File: src/rtl/systolic_feeder_if.sv
// Host/array-facing bundle of systolic_feeder: load stream, skewed array operands,
// array accumulators and the result stream.
interface systolic_feeder_if #(
  parameter int N  = 3,
  parameter int DW = 8,
  parameter int PW = 32
);
  logic                          ld_valid;
  logic                          ld_ready;
  logic [DW-1:0]                 ld_data;
  logic                          arr_rst;
  logic [N-1:0][DW-1:0]          A_in;
  logic [N-1:0][DW-1:0]          B_in;
  logic [N-1:0][N-1:0][PW-1:0]   C_arr;
  logic                          res_valid;
  logic                          res_ready;
  logic [PW-1:0]                 res_data;
  logic                          busy;

  modport slave (
    input  ld_valid, ld_data, C_arr, res_ready,
    output ld_ready, arr_rst, A_in, B_in, res_valid, res_data, busy
  );

  modport master (
    output ld_valid, ld_data, C_arr, res_ready,
    input  ld_ready, arr_rst, A_in, B_in, res_valid, res_data, busy
  );
endinterface

File: src/rtl/systolic_feeder.sv
// Load/skew/drain/capture sequencer in front of an NxN systolic array.
// Define SYSTOLIC_FEEDER_BCOLMAJOR_EN to accept the B half of the load stream column-major.
module systolic_feeder #(
  parameter int N     = 3,
  parameter int DW    = 8,
  parameter int PW    = 32,
  parameter int DRAIN = N + 2
) (
  input  logic              clk,
  input  logic              rst,
  systolic_feeder_if.slave  bus
);
  localparam int NN = N * N;
  localparam int MW = $clog2(2 * NN);
  localparam int IW = (NN > 1) ? $clog2(NN) : 1;
  localparam int TW = $clog2(2 * N + DRAIN) + 1;

  typedef enum logic [2:0] {
    ST_LOAD, ST_CLEAR, ST_FEED, ST_DRAIN, ST_CAPTURE, ST_OUT
  } state_t;

  state_t        state_q, state_d;
  logic [MW-1:0] k_q, k_d;
  logic [TW-1:0] t_q, t_d;
  logic [IW-1:0] idx_q, idx_d;
  logic [DW-1:0] mem_q [2*NN];
  logic [PW-1:0] res_buf_q [NN];
  logic          ld_fire, res_fire;
  int            step_d;

  assign bus.ld_ready  = (state_q == ST_LOAD) && !rst;
  assign bus.res_valid = (state_q == ST_OUT) && !rst;
  assign bus.res_data  = (state_q == ST_OUT) ? res_buf_q[idx_q] : '0;
  assign bus.busy      = (state_q != ST_LOAD) && !rst;
  assign bus.arr_rst   = rst || (state_q == ST_CLEAR);

  assign ld_fire  = bus.ld_valid && bus.ld_ready;
  assign res_fire = bus.res_valid && bus.res_ready;
  assign step_d   = int'(t_d);

  always_comb begin
    state_d = state_q;
    k_d     = k_q;
    t_d     = t_q;
    idx_d   = idx_q;
    unique case (state_q)
      ST_LOAD: begin
        if (ld_fire) begin
          if (k_q == MW'(2 * NN - 1)) begin
            k_d     = '0;
            state_d = ST_CLEAR;
          end else begin
            k_d = k_q + 1'b1;
          end
        end
      end
      ST_CLEAR: begin
        t_d     = '0;
        state_d = ST_FEED;
      end
      // t counts feed steps here and is reused as the drain counter afterwards
      ST_FEED: begin
        if (t_q == TW'(2 * N - 2)) begin
          t_d     = '0;
          state_d = ST_DRAIN;
        end else begin
          t_d = t_q + 1'b1;
        end
      end
      ST_DRAIN: begin
        if (t_q == TW'(DRAIN - 1)) begin
          t_d     = '0;
          state_d = ST_CAPTURE;
        end else begin
          t_d = t_q + 1'b1;
        end
      end
      ST_CAPTURE: begin
        idx_d   = '0;
        state_d = ST_OUT;
      end
      ST_OUT: begin
        if (res_fire) begin
          if (idx_q == IW'(NN - 1)) begin
            idx_d   = '0;
            state_d = ST_LOAD;
          end else begin
            idx_d = idx_q + 1'b1;
          end
        end
      end
      default: state_d = ST_LOAD;
    endcase
  end

  always_ff @(posedge clk) begin
    if (rst) begin
      state_q <= ST_LOAD;
      k_q     <= '0;
      t_q     <= '0;
      idx_q   <= '0;
    end else begin
      state_q <= state_d;
      k_q     <= k_d;
      t_q     <= t_d;
      idx_q   <= idx_d;
    end
  end

  // Operand store needs no reset: k restarts at 0 and every word is rewritten before use.
  always_ff @(posedge clk) begin
    if (ld_fire) begin
      mem_q[k_q] <= bus.ld_data;
    end
  end

  genvar gi, gj;
  generate
    for (gi = 0; gi < N; gi++) begin : g_row
      for (gj = 0; gj < N; gj++) begin : g_col
        always_ff @(posedge clk) begin
          if (rst) begin
            res_buf_q[gi*N+gj] <= '0;
          end else if (state_q == ST_CAPTURE) begin
            res_buf_q[gi*N+gj] <= bus.C_arr[gi][gj];
          end
        end
      end
    end

    // Lane gi carries row gi of A and column gi of B, delayed by gi steps.
    // The registers are loaded with the step about to be entered so they show step t during it.
    for (gi = 0; gi < N; gi++) begin : g_lane
      logic [DW-1:0] a_d, b_d, a_q, b_q;

      always_comb begin
        a_d = '0;
        b_d = '0;
        if (state_d == ST_FEED && step_d >= gi && step_d - gi < N) begin
          a_d = mem_q[MW'(gi * N + step_d - gi)];
`ifdef SYSTOLIC_FEEDER_BCOLMAJOR_EN
          b_d = mem_q[MW'(NN + gi * N + step_d - gi)];
`else
          b_d = mem_q[MW'(NN + (step_d - gi) * N + gi)];
`endif
        end
      end

      always_ff @(posedge clk) begin
        if (rst) begin
          a_q <= '0;
          b_q <= '0;
        end else begin
          a_q <= a_d;
          b_q <= b_d;
        end
      end

      assign bus.A_in[gi] = a_q;
      assign bus.B_in[gi] = b_q;
    end
  endgenerate
endmodule
File: src/flat_wrapper.sv
// flat-port wrapper written by rule: the top's interface ports become plain ports
module systolic_feeder_flat 
#(
  parameter int N     = 3,
  parameter int DW    = 8,
  parameter int PW    = 32,
  parameter int DRAIN = N + 2
)
  (clk, rst, bus_ld_valid, bus_ld_data, bus_C_arr, bus_res_ready, bus_ld_ready, bus_arr_rst, bus_A_in, bus_B_in, bus_res_valid, bus_res_data, bus_busy);
  systolic_feeder_if #(.N(N), .DW(DW), .PW(PW)) bus_i ();
  input  logic clk;
  input  logic rst;
  input wire logic [$bits(bus_i.ld_valid)-1:0] bus_ld_valid;
  input wire logic [$bits(bus_i.ld_data)-1:0] bus_ld_data;
  input wire logic [$bits(bus_i.C_arr)-1:0] bus_C_arr;
  input wire logic [$bits(bus_i.res_ready)-1:0] bus_res_ready;
  output wire logic [$bits(bus_i.ld_ready)-1:0] bus_ld_ready;
  output wire logic [$bits(bus_i.arr_rst)-1:0] bus_arr_rst;
  output wire logic [$bits(bus_i.A_in)-1:0] bus_A_in;
  output wire logic [$bits(bus_i.B_in)-1:0] bus_B_in;
  output wire logic [$bits(bus_i.res_valid)-1:0] bus_res_valid;
  output wire logic [$bits(bus_i.res_data)-1:0] bus_res_data;
  output wire logic [$bits(bus_i.busy)-1:0] bus_busy;
  assign bus_i.ld_valid = bus_ld_valid;
  assign bus_i.ld_data = bus_ld_data;
  assign bus_i.C_arr = bus_C_arr;
  assign bus_i.res_ready = bus_res_ready;
  assign bus_ld_ready = bus_i.ld_ready;
  assign bus_arr_rst = bus_i.arr_rst;
  assign bus_A_in = bus_i.A_in;
  assign bus_B_in = bus_i.B_in;
  assign bus_res_valid = bus_i.res_valid;
  assign bus_res_data = bus_i.res_data;
  assign bus_busy = bus_i.busy;
  systolic_feeder #(.N(N), .DW(DW), .PW(PW), .DRAIN(DRAIN)) u_core (.clk(clk), .rst(rst), .bus(bus_i));
endmodule
File: config.mk
export PLATFORM = sky130hd
export DESIGN_NAME = systolic_feeder_flat
export DESIGN_NICKNAME = d
export VERILOG_FILES = /design/src/rtl/systolic_feeder_if.sv /design/src/rtl/systolic_feeder.sv /design/src/flat_wrapper.sv
export SDC_FILE = /design/constraint.sdc
export NUM_CORES = 1
export LEC_CHECK = 0
export BUFFER_PORTS_ARGS = -buffer_cell sky130_fd_sc_hd__buf_2
export CORE_UTILIZATION = 55
export DETAILED_ROUTE_END_ITERATION = 10
export PLACE_DENSITY_LB_ADDON = 0.25
export SETUP_SLACK_MARGIN = 0.5
export SYNTH_ARGS = -nofsm -noshare
export SYNTH_HDL_FRONTEND = slang
export SYNTH_SLANG_ARGS = --single-unit
File: constraint.sdc
create_clock -name clk -period 16.45 [get_ports clk]
set_clock_uncertainty 0.15 [all_clocks]
set_input_delay 3.29 -clock clk [delete_from_list [all_inputs] [get_ports clk]]
set_output_delay 3.29 -clock clk [all_outputs]
set_load 0.02 [all_outputs]
==> summary.txt <==
Synthesis
  – Register bit total from synthesis: between 500 and 600
  – Most area-consuming cells after synthesis: edfxtp_1, mux4_2, and2_1
  – Post-synth ARST share: 0%
  – Syn_nets: between 2000 and 2500
  – Syn avg cell area: 12.6 sq um
  – Yosys warning count: 0
  – Post-synth EDFFs: 432
  – Gate Count Post-Synth: roughly 2000
  – Post-synthesis sequential area ratio: 56.7%
  – Syn Std Cell Area: 25300 sq um
  – Synth cell types: 66
  – Synth top area share: 51.2%
  – Top_reg_cell synth: edfxtp_1
  – Yosys top cell by area: edfxtp_1

Layout
  – Most common cell after layout, fill and taps aside: edfxtp_1
  – Most frequent cells in the layout: edfxtp_1, buf_2, and2_1
  – Sequential standard cell area: approximately 14000 sq um
  – Nets: approximately 2700
  – Share of layout cells above drive strength 1: between 20% and 30%
  – Layout area overhead: 16.3%
  – Final core utilization: 64.9%
  – # fillers: 3382
  – Area of the multi-input gates: 10300 sq um

Worst hold path
  – HP Class: reg -> reg

Setup path
  – CP arrival: 4.77 ns
  – WP data required: 13.01 ns
  – CP peak stage delay: 0.93 ns
  – Most frequent CP cell: buf_2
  – CP endpoint kind: output port
  – CP max-delay cell: nor4_2
  – Crit Path Max Fanout: 21
  – Cell Chain, Critical Path: buf_2, nor4_2, buf_2
  – Critical path class: in -> out
  – CP Launch Type: input port

Routing
  – Total Wirelength: 68.8 mm
  – Via/cell ratio: 5.98
  – Detail Route Antenna Nets: 0
  – 1st-iter DRT viols: approximately 2300
  – Residual DRC count: 0
  – 1st-pass router iterations: 6
  – Vias post-DR: 17800
  – Wire per inst: 23.1 um

Die
  – Die Y: 217 um
  – Core area: 45400 sq um
  – Top-Level Pins: 384
  – Die Width: 217 um
  – FP Rows: 78
  – Die area: 46900 sq um
  – Initial core utilization: 55.8%

Timing
  – Final count of hold timing violations: 0
  – Slew Viols, Final: 0
  – Min Clock Period, post-route: 8.21 ns
  – Final-report setup violation count: 0
  – Slew Limit Headroom: 22.9%
  – Setup TNS: 0 ns
  – Max Freq: ~120 MHz
  – Final worst slack: 8.24 ns
  – RSZ-0062 raised after global routing: no
  – Period Utilization, post-route: 49.9%
  – Worst-Margin Slew: 1.15 ns

Clock tree
  – # resized after CTS: 0
  – CTS Buf Count: between 50 and 60
  – Clock transition at the registers of the reported paths: about 0.06 ns
  – Number of post-CTS setup repair buffers: 0
  – Clock Tree Buf Depth: 3
  – CTS Hold Bufs: 0
  – Root buf cell: clkbuf_16
  – Clk Latency, worst-skew pair: ~0.60 ns
  – CTS tree: done
  – Sink Count: ~500
  – H-Tree Depth: 2

Placed design
  – Setup slack at placement: between 8 and 9 ns
  – Port bufs: 383
  – RePlAce Congestion: 1.01
  – DP HPWL: 48.5 mm

Power
  – VDD IR max: 85.3 uV
  – Leakage: 0.0115 uW
  – Power density over the cells: 91.3 nW/um^2

Global routing
  – Top Usage Layer GRT: met2
  – Largest net degree at the start of global routing: 289
  – Initial antenna violation count: 18
  – GRT met3 Usage: under 10%
  – GRT overflow: 0
  – First-pass GRT wire length: 103 mm
  – GRT met1 Usage: 38.5%
  – Via count of the first global-routing pass: approximately 17000
  – All-layer global routing usage: 29.1%
  – Met2 usage: 47.2%

Status
  – Status: finished, final reports clean

Job
  – MaxCap Viol Count: 0
state kept, by name, indices dropped and copies added (netlist names), named ones only:
signal             count
u_core.g_lane.a_q     24
u_core.g_lane.b_q     24
u_core.idx_q           4
u_core.k_q             5
u_core.mem_q         144
u_core.res_buf_q     288
u_core.state_q         3
u_core.t_q             5
synthesized netlist by cell type (2+ instances only):
| cell type | number |
|---|---|
| xnor2_1 | 15 |
| nor2b_1 | 7 |
| a31oi_1 | 41 |
| fa_1 | 3 |
| mux4_2 | 133 |
| nand3_1 | 50 |
| buf_1 | 27 |
| a21oi_1 | 56 |
| a22o_1 | 6 |
| edfxtp_1 | 432 |
| o22ai_1 | 7 |
| or2_2 | 8 |
| o2111ai_1 | 4 |
| inv_1 | 31 |
| ha_1 | 32 |
| nand2b_1 | 5 |
| o31ai_1 | 6 |
| and2_1 | 290 |
| clkbuf_1 | 102 |
| o21ai_0 | 6 |
| buf_2 | 13 |
| a21o_1 | 8 |
| nand2_1 | 273 |
| clkinv_1 | 2 |
| mux2i_1 | 95 |
| nor2_1 | 135 |
| a22oi_1 | 12 |
| a311oi_1 | 19 |
| nor3_1 | 3 |
| dfxtp_1 | 69 |
| a31o_2 | 2 |
| a211oi_1 | 18 |
| nand4_1 | 3 |
| a32oi_1 | 5 |
| nand3b_1 | 4 |
| and3_1 | 42 |
| xor2_1 | 13 |
| mux2_2 | 5 |
through the flow:
| stage | std cells | total power [uW] | instance area (sq um) | hold WS [ns] |
|---|---|---|---|---|
| after detailed placement | 2872 | 1520 | 27700 | 0.367 |
| final | 2982 | 2690 | 29500 | 0.390 |
| after floorplan | 2010 | 1480 | 25300 | 0.322 |
| after global placement | 2872 | 1520 | 27700 | 0.358 |
| after CTS | 2969 | 2700 | 29400 | 0.385 |
| after global routing | 2981 | 2760 | 29500 | 0.412 |
cell families after synthesis:
family | Yosys count | share of synthesized area (%)
AO/OA/AOI/OAI | 205 | 5.64
flip-flops | 501 | 56.7
XOR/XNOR | 29 | 1.06
AND/OR/NAND/NOR | 829 | 16.3
buffers and inverters | 178 | 2.74
multiplexers | 233 | 15.8
adder cells (fa/ha/maj) | 35 | 1.82
per-layer routing:
metal,share of wire [%],up-vias
li1,-,8017
met1,39,8642
met2,48,1011
met3,8.9,157
met4,4.0,12
met5,0.099,-
worst max-delay path, delay by kind of cell:
family	cells	cell delay (ns)
buf+inv	2	0.54
simple gates	1	0.93
final timing paths:
kind,from,to,slack [ns],cells after the start
worst max register to register,u_core.state_q[0]$_SDFF_PP0_,u_core.g_lane[1].b_q[6]$_SDFF_PP0_,9.62,18
worst min-delay path,u_core.idx_q[3]$_SDFFE_PP0P_,flip-flop,0.39,2
worst min register to register,u_core.idx_q[3]$_SDFFE_PP0P_,flip-flop,0.39,2
worst max-delay path,rst,bus_ld_ready,8.24,3
area by class of cell:
class / count / area share [%]
repair buffers: 406 / 7.13
well taps: 600 / 2.55
flip-flops and latches: 501 / 48.7
diodes: 13 / 0.110
clock buffers: 74 / 5.26
clock inverters: 23 / 0.688
inverters: 34 / 0.446
multi-input cells: 1331 / 35.1
report_power, final:
part / switching, uW / internal (uW)
combinational: 43.8 / 38.4
clock: 494 / 703
sequential: 8.67 / 1400
total: 547 / 2140
(Power assumes the default switching activity.)
